File: src/rtl/truth_table_bist_if.sv
// Request/result bundle between the BIST controller and its environment.
// The slave side is the controller; the master side supplies start and the block output.
interface truth_table_bist_if #(
    parameter int N_IN = 3
);
    logic                   start;
    logic [N_IN-1:0]        dut_in;
    logic                   dut_out;
    logic                   busy;
    logic                   done;
    logic                   pass;
    logic [(1<<N_IN)-1:0]   tt;
    logic [N_IN:0]          fail_count;
    logic [N_IN-1:0]        first_fail;

    modport master (
        output start, dut_out,
        input  dut_in, busy, done, pass, tt, fail_count, first_fail
    );

    modport slave (
        input  start, dut_out,
        output dut_in, busy, done, pass, tt, fail_count, first_fail
    );
endinterface

File: src/rtl/truth_table_bist.sv
// Exhaustive truth-table self-test for a small N_IN-input, 1-output combinational block.
// Optional macro BIST_SYNC_EN adds a 2-flop synchronizer on dut_out (two extra settle cycles).
module truth_table_bist #(
    parameter int                   N_IN     = 3,
    parameter logic [(1<<N_IN)-1:0] EXPECTED = 8'h96,
    parameter int                   SETTLE   = 2
) (
    input logic               clk,
    input logic               reset,
    truth_table_bist_if.slave bus
);
    localparam int N_PAT = 1 << N_IN;
`ifdef BIST_SYNC_EN
    localparam int EFF_SETTLE = SETTLE + 2;
`else
    localparam int EFF_SETTLE = SETTLE;
`endif
    localparam int              CW     = (EFF_SETTLE > 1) ? $clog2(EFF_SETTLE) : 1;
    localparam logic [CW-1:0]   RELOAD = CW'(EFF_SETTLE - 1);
    localparam logic [N_IN-1:0] LAST   = '1;

    typedef enum logic [1:0] {
        S_IDLE,
        S_SETTLE,
        S_SAMPLE,
        S_DONE
    } state_t;

    state_t            r_state;
    state_t            w_next;
    logic [CW-1:0]     r_cnt;
    logic [N_IN-1:0]   r_dut_in;
    logic [N_IN-1:0]   r_first_fail;
    logic [N_PAT-1:0]  r_tt;
    logic [N_IN:0]     r_fail_count;
    logic              r_busy;
    logic              r_done;
    logic              r_pass;

    logic              w_sample;
    logic              w_accept;
    logic              w_mismatch;
    logic              w_last;
    logic [N_IN:0]     w_fail_next;

`ifdef BIST_SYNC_EN
    logic [1:0] r_sync;
    always_ff @(posedge clk or posedge reset) begin
        if (reset) r_sync <= '0;
        else       r_sync <= {r_sync[0], bus.dut_out};
    end
    assign w_sample = r_sync[1];
`else
    assign w_sample = bus.dut_out;
`endif

    assign w_accept    = bus.start && (r_state == S_IDLE || r_state == S_DONE);
    assign w_mismatch  = (w_sample != EXPECTED[r_dut_in]);
    assign w_fail_next = r_fail_count + {{N_IN{1'b0}}, w_mismatch};
    assign w_last      = (r_dut_in == LAST);

    // NOTE: sequential state uses <= so every flop samples pre-edge values; blocking here would race.
    always_ff @(posedge clk or posedge reset) begin
        if (reset) r_state <= S_IDLE;
        else       r_state <= w_next;
    end

    // NOTE: defaulting w_next before the case keeps this block free of inferred latches.
    always_comb begin
        w_next = r_state;
        case (r_state)
            S_IDLE, S_DONE: if (w_accept) w_next = S_SETTLE;
            S_SETTLE:       if (r_cnt == '0) w_next = S_SAMPLE;
            S_SAMPLE:       w_next = w_last ? S_DONE : S_SETTLE;
            default:        w_next = S_IDLE;
        endcase
    end

    always_ff @(posedge clk or posedge reset) begin
        if (reset) begin
            r_cnt        <= '0;
            r_dut_in     <= '0;
            r_first_fail <= '0;
            r_tt         <= '0;
            r_fail_count <= '0;
            r_busy       <= 1'b0;
            r_done       <= 1'b0;
            r_pass       <= 1'b0;
        end else begin
            case (r_state)
                S_IDLE, S_DONE: begin
                    if (w_accept) begin
                        r_cnt        <= RELOAD;
                        r_dut_in     <= '0;
                        r_first_fail <= '0;
                        r_tt         <= '0;
                        r_fail_count <= '0;
                        r_busy       <= 1'b1;
                        r_done       <= 1'b0;
                        r_pass       <= 1'b0;
                    end
                end
                S_SETTLE: begin
                    if (r_cnt != '0) r_cnt <= r_cnt - 1'b1;
                end
                S_SAMPLE: begin
                    r_tt[r_dut_in] <= w_sample;
                    r_fail_count   <= w_fail_next;
                    // Only the first mismatch of the sweep is recorded.
                    if (w_mismatch && r_fail_count == '0) r_first_fail <= r_dut_in;
                    if (w_last) begin
                        r_busy <= 1'b0;
                        r_done <= 1'b1;
                        r_pass <= (w_fail_next == '0);
                    end else begin
                        r_dut_in <= r_dut_in + 1'b1;
                        r_cnt    <= RELOAD;
                    end
                end
                default: ;
            endcase
        end
    end

    assign bus.dut_in     = r_dut_in;
    assign bus.busy       = r_busy;
    assign bus.done       = r_done;
    assign bus.pass       = r_pass;
    assign bus.tt         = r_tt;
    assign bus.fail_count = r_fail_count;
    assign bus.first_fail = r_first_fail;
endmodule

File: src/flat_wrapper.sv
// flat-port wrapper written by rule: the top's interface ports become plain ports
module truth_table_bist_flat 
#(
    parameter int                   N_IN     = 3,
    parameter logic [(1<<N_IN)-1:0] EXPECTED = 8'h96,
    parameter int                   SETTLE   = 2
)
  (clk, reset, bus_start, bus_dut_out, bus_dut_in, bus_busy, bus_done, bus_pass, bus_tt, bus_fail_count, bus_first_fail);
  truth_table_bist_if #(.N_IN(N_IN)) bus_i ();
  input logic clk;
  input logic reset;
  input wire logic [$bits(bus_i.start)-1:0] bus_start;
  input wire logic [$bits(bus_i.dut_out)-1:0] bus_dut_out;
  output wire logic [$bits(bus_i.dut_in)-1:0] bus_dut_in;
  output wire logic [$bits(bus_i.busy)-1:0] bus_busy;
  output wire logic [$bits(bus_i.done)-1:0] bus_done;
  output wire logic [$bits(bus_i.pass)-1:0] bus_pass;
  output wire logic [$bits(bus_i.tt)-1:0] bus_tt;
  output wire logic [$bits(bus_i.fail_count)-1:0] bus_fail_count;
  output wire logic [$bits(bus_i.first_fail)-1:0] bus_first_fail;
  assign bus_i.start = bus_start;
  assign bus_i.dut_out = bus_dut_out;
  assign bus_dut_in = bus_i.dut_in;
  assign bus_busy = bus_i.busy;
  assign bus_done = bus_i.done;
  assign bus_pass = bus_i.pass;
  assign bus_tt = bus_i.tt;
  assign bus_fail_count = bus_i.fail_count;
  assign bus_first_fail = bus_i.first_fail;
  truth_table_bist #(.N_IN(N_IN), .EXPECTED(EXPECTED), .SETTLE(SETTLE)) u_core (.clk(clk), .reset(reset), .bus(bus_i));
endmodule
File: config.mk
export PLATFORM = sky130hd
export DESIGN_NAME = truth_table_bist_flat
export DESIGN_NICKNAME = d
export VERILOG_FILES = /design/src/rtl/truth_table_bist_if.sv /design/src/rtl/truth_table_bist.sv /design/src/flat_wrapper.sv
export SDC_FILE = /design/constraint.sdc
export NUM_CORES = 1
export LEC_CHECK = 0
export BUFFER_PORTS_ARGS = -buffer_cell sky130_fd_sc_hd__buf_2
export CORE_ASPECT_RATIO = 1.5
export CORE_MARGIN = 2
export CORE_UTILIZATION = 45
export DETAILED_ROUTE_END_ITERATION = 10
export PLACE_DENSITY_LB_ADDON = 0.15
export SETUP_SLACK_MARGIN = 0.15
export SYNTH_ARGS = -nofsm -noshare
export SYNTH_HDL_FRONTEND = slang
export SYNTH_SLANG_ARGS = --single-unit
File: constraint.sdc
create_clock -name clk -period 2.45 [get_ports clk]
set_input_delay 0.1225 -clock clk [delete_from_list [all_inputs] [get_ports clk]]
set_output_delay 0.1225 -clock clk [all_outputs]
set_load 0.03 [all_outputs]
Yosys cells after proc, flatten, opt, wreduce, memory -nomap -nowiden
Memory sizes are Yosys's and may differ from the RTL's.
Index checks and enable logic that the tools add are counted.
Storage, ports and cells
  flip-flop bits (word level): 24
  ROM bits: 8
  output and inout port bits: 21
  logic and storage cells: 68
  memories kept: 1
Memories
  (name not given): words 8, width 1, read ports 1, clocked after memory_dff 0, write ports 0, line truth_table_bist.sv:58  | assign w_mismatch = (w_sample != EXPECTED[r_dut_in]);
Operators by class
  add/sub/neg operators: 3
  order comparisons: 2
  equal/unequal tests: 10
  mux-type cells: 28
  reductions and logical operators: 15
Operators by type and width (count)
  8-bit one-hot mux with 2 select lines: 1
  3-bit one-hot mux with 2 select lines: 2
  1-bit 2-to-1 mux: 9
  3-bit 2-to-1 mux: 3
  3-bit AND reduction: 3
  8-bit bitwise mux: 1
  4-bit zero test: 2
  8-bit 2-to-1 mux: 1
  4-bit one-hot mux with 2 select lines: 1
  2-bit 2-to-1 mux: 3
  2-bit by 1-bit != test with 1-bit output, second input constant: 3
  1-bit one-hot mux with 2 select lines: 3
  2-bit one-hot mux with 3 select lines: 1
  2-bit AND reduction: 3
  4-bit by 1-bit adder with 4-bit output: 1
  2-bit equality test, second input constant: 2
  3-bit by 4-bit less-than comparator with 1-bit output, second input constant: 1
  4-bit 2-to-1 mux: 1
  2-bit != test, second input constant: 2
  3-bit by 1-bit adder with 3-bit output, second input constant: 1
  1-bit demux with 3-bit select: 1
  3-bit equality test, second input constant: 1
  3-bit by 1-bit greater-or-equal comparator with 1-bit output, second input constant: 1
  1-bit logical AND: 3
  other kinds (8): 8

Logic depth before layout (Yosys ltp)
  word-level depth: 7
  depth in mapped cells: 8
  depth with buffers taken out: 8

Least setup slack after synthesis
No wires, ideal clock.
  path kind: register -> register
  start: register u_core.r_dut_in[0], in the netlist u_core.bus.dut_in[0]
  end: register u_core.r_pass, in the netlist u_core.bus.pass
  library setup time: 0.095 ns
  data arrival time: 2.462 ns
  setup slack: -0.107 ns
  cell stages (with the launch flop): 9
  buffers on the path: 0
  period minus slack after synthesis: 2.557 ns
  cells stage by stage: dfrtp_1 ha_1 xnor3_2 inv_1 ha_1 ha_1 nor2_1 or4b_1 o31ai_1
On the way
  cells in the longest elaborated chain, start to end: 7
  elaborated cells between the ends (all ways): 10
  classes of those cells: add/sub (1); eq/ne (3); mux (3); reduce/logical (2); memory (1)
RTL lines
  start, declared: line truth_table_bist.sv:32  | logic [N_IN-1:0] r_dut_in;
  start signal, assigned: line truth_table_bist.sv:116  | r_dut_in <= r_dut_in + 1'b1;
  memory read 8 x 1 bit
  1-bit 2-to-1 mux (implied by the code): line truth_table_bist.sv:58
  1-bit != test: line truth_table_bist.sv:58
  4-bit by 1-bit adder with 4-bit output: line truth_table_bist.sv:59  | assign w_fail_next = r_fail_count + {{N_IN{1'b0}}, w_mismatch};
  4-bit zero test: line truth_table_bist.sv:114  | r_pass <= (w_fail_next == '0);
  1-bit 2-to-1 mux: line truth_table_bist.sv:111  | if (w_last) begin
  1-bit one-hot mux with 2 select lines: line truth_table_bist.sv:90  | case (r_state)
  end signal, assigned: line truth_table_bist.sv:114
  end, declared: line truth_table_bist.sv:38  | logic r_pass;
Several ways; a longest one is shown, not always the timed one. The select of a mux whose other input is x is not followed.
A chain may end at the register's enable or synchronous reset.

Final worst setup path
Same ends and word-level chain as after synthesis.

==> run_results.csv <==
group,metric,value,unit
logic_synthesis,netlist_area,1370,um2
layout,diodes,0,
logic_synthesis,synth_top_family_by_area,"compound AO/OA/AOI/OAI gates",
drt,via_count,1179,
layout,mostFrequentLayoutCells,"buf_2, dfrtp_1, inv_1, a21oi_1, o22ai_1",
drt,drt_iter0_drc,54,
logic_synthesis,synth_compound_area_share,22.8,%
timing,maxSlewHeadroom,39.1,%
drt,dr.pass1.iters,4,
logic_synthesis,synthMuxAreaShare,2.28,%
logic_synthesis,synthCells,139,
grt,grtUsageMet2,37.1,%
power,p_per_area,960,nW/um2
timing,min_period_over_period,90.2,%
layout,final_util,56.5,%
placement,gp_congestion,0.847,
timing,setup_tns,0,ns
status,status,"complete, no violations",
logic_synthesis,synth_edf_count,0,
grt,grt_max_degree,25,
worst_setup_path,reg2reg_slack,0.24,ns
clock_tree,cts_tree,"yes",
timing,finalCriticalPeriod,2.21,ns
logic_synthesis,yosys_warnings,0,
timing,setup_slack,0.241,ns
die,die_height,71.7,um
timing,rsz0062_at_grt,"no",
min_path,hp-class,"input pin to asynchronous set/reset pin",
worst_setup_path,reg2reg_depth,8,
layout,final_layout_size_suffix_gt1_share,29.9,%
logic_synthesis,syn_nets,149,
clock_tree,cts_root_buffer,"clkbuf_8",
worst_setup_path,crit_required,2.63,ns
clock_tree,cts_made_buffers,3,
job,cap_violations,0,
layout,fill_cells,261,
worst_setup_path,cp.arrival,2.39,ns
worst_setup_path,cp-start-kind,"flip-flop",
clock_tree,cts.htree.levels,1,
timing,fmax,0.453,GHz
grt,grt_pass1_vias,1167,
grt,gr-usage-met3,2.71,%
logic_synthesis,yosys.area_share.simple,15.8,%
timing,maxSlewViolCount,0,
clock_tree,clock-sinks,24,
worst_setup_path,worstPathMaxFanout,2,
timing,final_hold_viol_count,0,
power,ir_worst_vdd,0.000795,V
worst_setup_path,r2r-end,"u_core.bus.pass",
power,p_leak,0.753,nW
clock_tree,clockBufferDepth,2,
drt,routed_wl,3110,um
timing,tightest_slew,0.912,ns
placement,io_buffers,24,
logic_synthesis,avgSynthCellArea,9.88,um2
drt,vias_per_cell,5.81,
logic_synthesis,yosys.cell_types.count,42,
layout,area_growth,19.8,%
logic_synthesis,synth_fa_ha_area_share,5.46,%
die,row_count,24,
drt,drcViolationCount,0,
power,finalPower,0.00158,W
layout,fin_nets,175,
grt,grt_overflow,0,
grt,grt_use_total,20.0,%
logic_synthesis,ys.flop_type,"dfrtp_1",
clock_tree,path_clk_slew,0.09,ns
grt,antenna_found_initial,0,
logic_synthesis,synth-seq-cells,24,
die,core_area,2910,um2
die,design.die.area,3520,um2
logic_synthesis,ys_async_sr_fraction,100,%
grt,met1_usage,22.4,%
die,io_pins,25,
drt,wl_per_cell,15.3,um
timing,clock_skew,0.00171,ns
placement,dp_slack,0.143,ns
worst_setup_path,end_kind,"flip-flop",
worst_setup_path,r2r_start,"u_core.bus.dut_in[0]",
layout,layout_commonest_cell,"buf_2",
die,start_util,47.2,%
grt,grt.busiest_layer,"met2",
grt,grt_pass1_wl,5520,um
drt,drtAntennaViolNets,0,
placement,place_hpwl,2240,um
worst_setup_path,path_class,"flip-flop to flip-flop",
die,die_x,49.1,um
logic_synthesis,ys_seq_area_share,43.7,%
clock_tree,clk_latency,0.27,ns
logic_synthesis,synth-xor-area-share,2.37,%
timing,finalSetupViolCount,0,
cell families after synthesis:
family	Yosys count
AO/OA/AOI/OAI	46
AND/OR/NAND/NOR	34
buffers and inverters	24
flip-flops	24
adder cells (fa/ha/maj)	6
multiplexers	3
XOR/XNOR	2
through the flow:
step                      cells  hold WS, ns  instance area, um2
after detailed placement    198        0.376                1550
after floorplan             139        0.137                1390
after global placement      198        0.358                1550
final                       203       0.0405                1650
after global routing        203        0.136                1650
after CTS                   203       0.0806                1610
metal layers:
| metal | routed length (um) | vias up |
|---|---|---|
| li1 | - | 567 |
| met1 | 1260 | 568 |
| met2 | 1640 | 36 |
| met3 | 135 | 8 |
| met4 | 70 | 0 |
| met5 | 0 | - |
synth_stat cells, types with 2 or more instances:
master | number | area (um2)
dfrtp_1 | 24 | 601
or3b_1 | 3 | 26.3
a21oi_1 | 11 | 55.1
inv_1 | 14 | 52.6
nor2_1 | 2 | 7.51
o211ai_1 | 5 | 37.5
nand2_1 | 6 | 22.5
nand3b_1 | 3 | 22.5
o31ai_1 | 3 | 22.5
a32o_1 | 3 | 30.0
o21ai_0 | 3 | 15.0
a31oi_1 | 3 | 18.8
o21ai_1 | 3 | 15.0
nand3_1 | 3 | 15.0
nand4_1 | 3 | 18.8
clkbuf_1 | 5 | 18.8
nand2b_1 | 2 | 12.5
nor2b_1 | 5 | 31.3
mux2i_1 | 2 | 20.0
buf_2 | 2 | 10.0
ha_1 | 6 | 75.1
o22ai_1 | 8 | 50.1
cell type report:
class | count | area, um2 | area share, %
multi-input combinational | 91 | 716 | 43.5
sequential | 24 | 604 | 36.7
timing repair buffer | 30 | 165 | 10.0
inverter | 15 | 56.3 | 3.42
clock buffer | 4 | 55.1 | 3.35
tap | 39 | 48.8 | 2.97
worst max-delay path: stages (launching register included):
cell and delay (ns):
dfrtp_2 0.43, ha_4 0.27, xnor3_2 0.25, inv_2 0.08, ha_4 0.14, ha_4 0.19
nor2_1 0.08, or4b_4 0.46, o31ai_2 0.22
where the power goes:
group          switching (W)  internal, W
Clock               0.000130     0.000144
Combinational       0.000500     0.000299
Sequential         0.0000507     0.000457
sequential cells by signal, indices dropped and copies added (netlist names):
register / flops
u_core.bus.tt: 8
u_core.bus.pass: 1
u_core.bus.done: 1
u_core.bus.dut_in: 3
u_core.r_state: 2
u_core.bus.fail_count: 4
u_core.r_cnt: 1
u_core.bus.busy: 1
u_core.bus.first_fail: 3
what timing repair did:
item	CTS	global route
setup buffers	1	0
hold buffers	0	0
pin swaps	0	2
resized for setup	0	6
endpoints found under the setup margin	1	1
worst max path at each step:
| stage | slack [ns] | end | depth (start not counted) | start |
|---|---|---|---|---|
| global placement | 0.22 | u_core.bus.pass | 8 | u_core.bus.dut_in[1] |
| detailed placement | 0.14 | u_core.bus.pass | 8 | u_core.bus.dut_in[1] |
| CTS | 0.20 | u_core.bus.pass | 8 | u_core.bus.dut_in[1] |
| finish | 0.24 | u_core.bus.pass | 8 | u_core.bus.dut_in[0] |
| global route | 0.18 | u_core.bus.pass | 8 | u_core.bus.dut_in[1] |
| floorplan | 0.16 | u_core.bus.pass | 8 | u_core.bus.dut_in[1] |
Power figures use the tool's default switching activity.
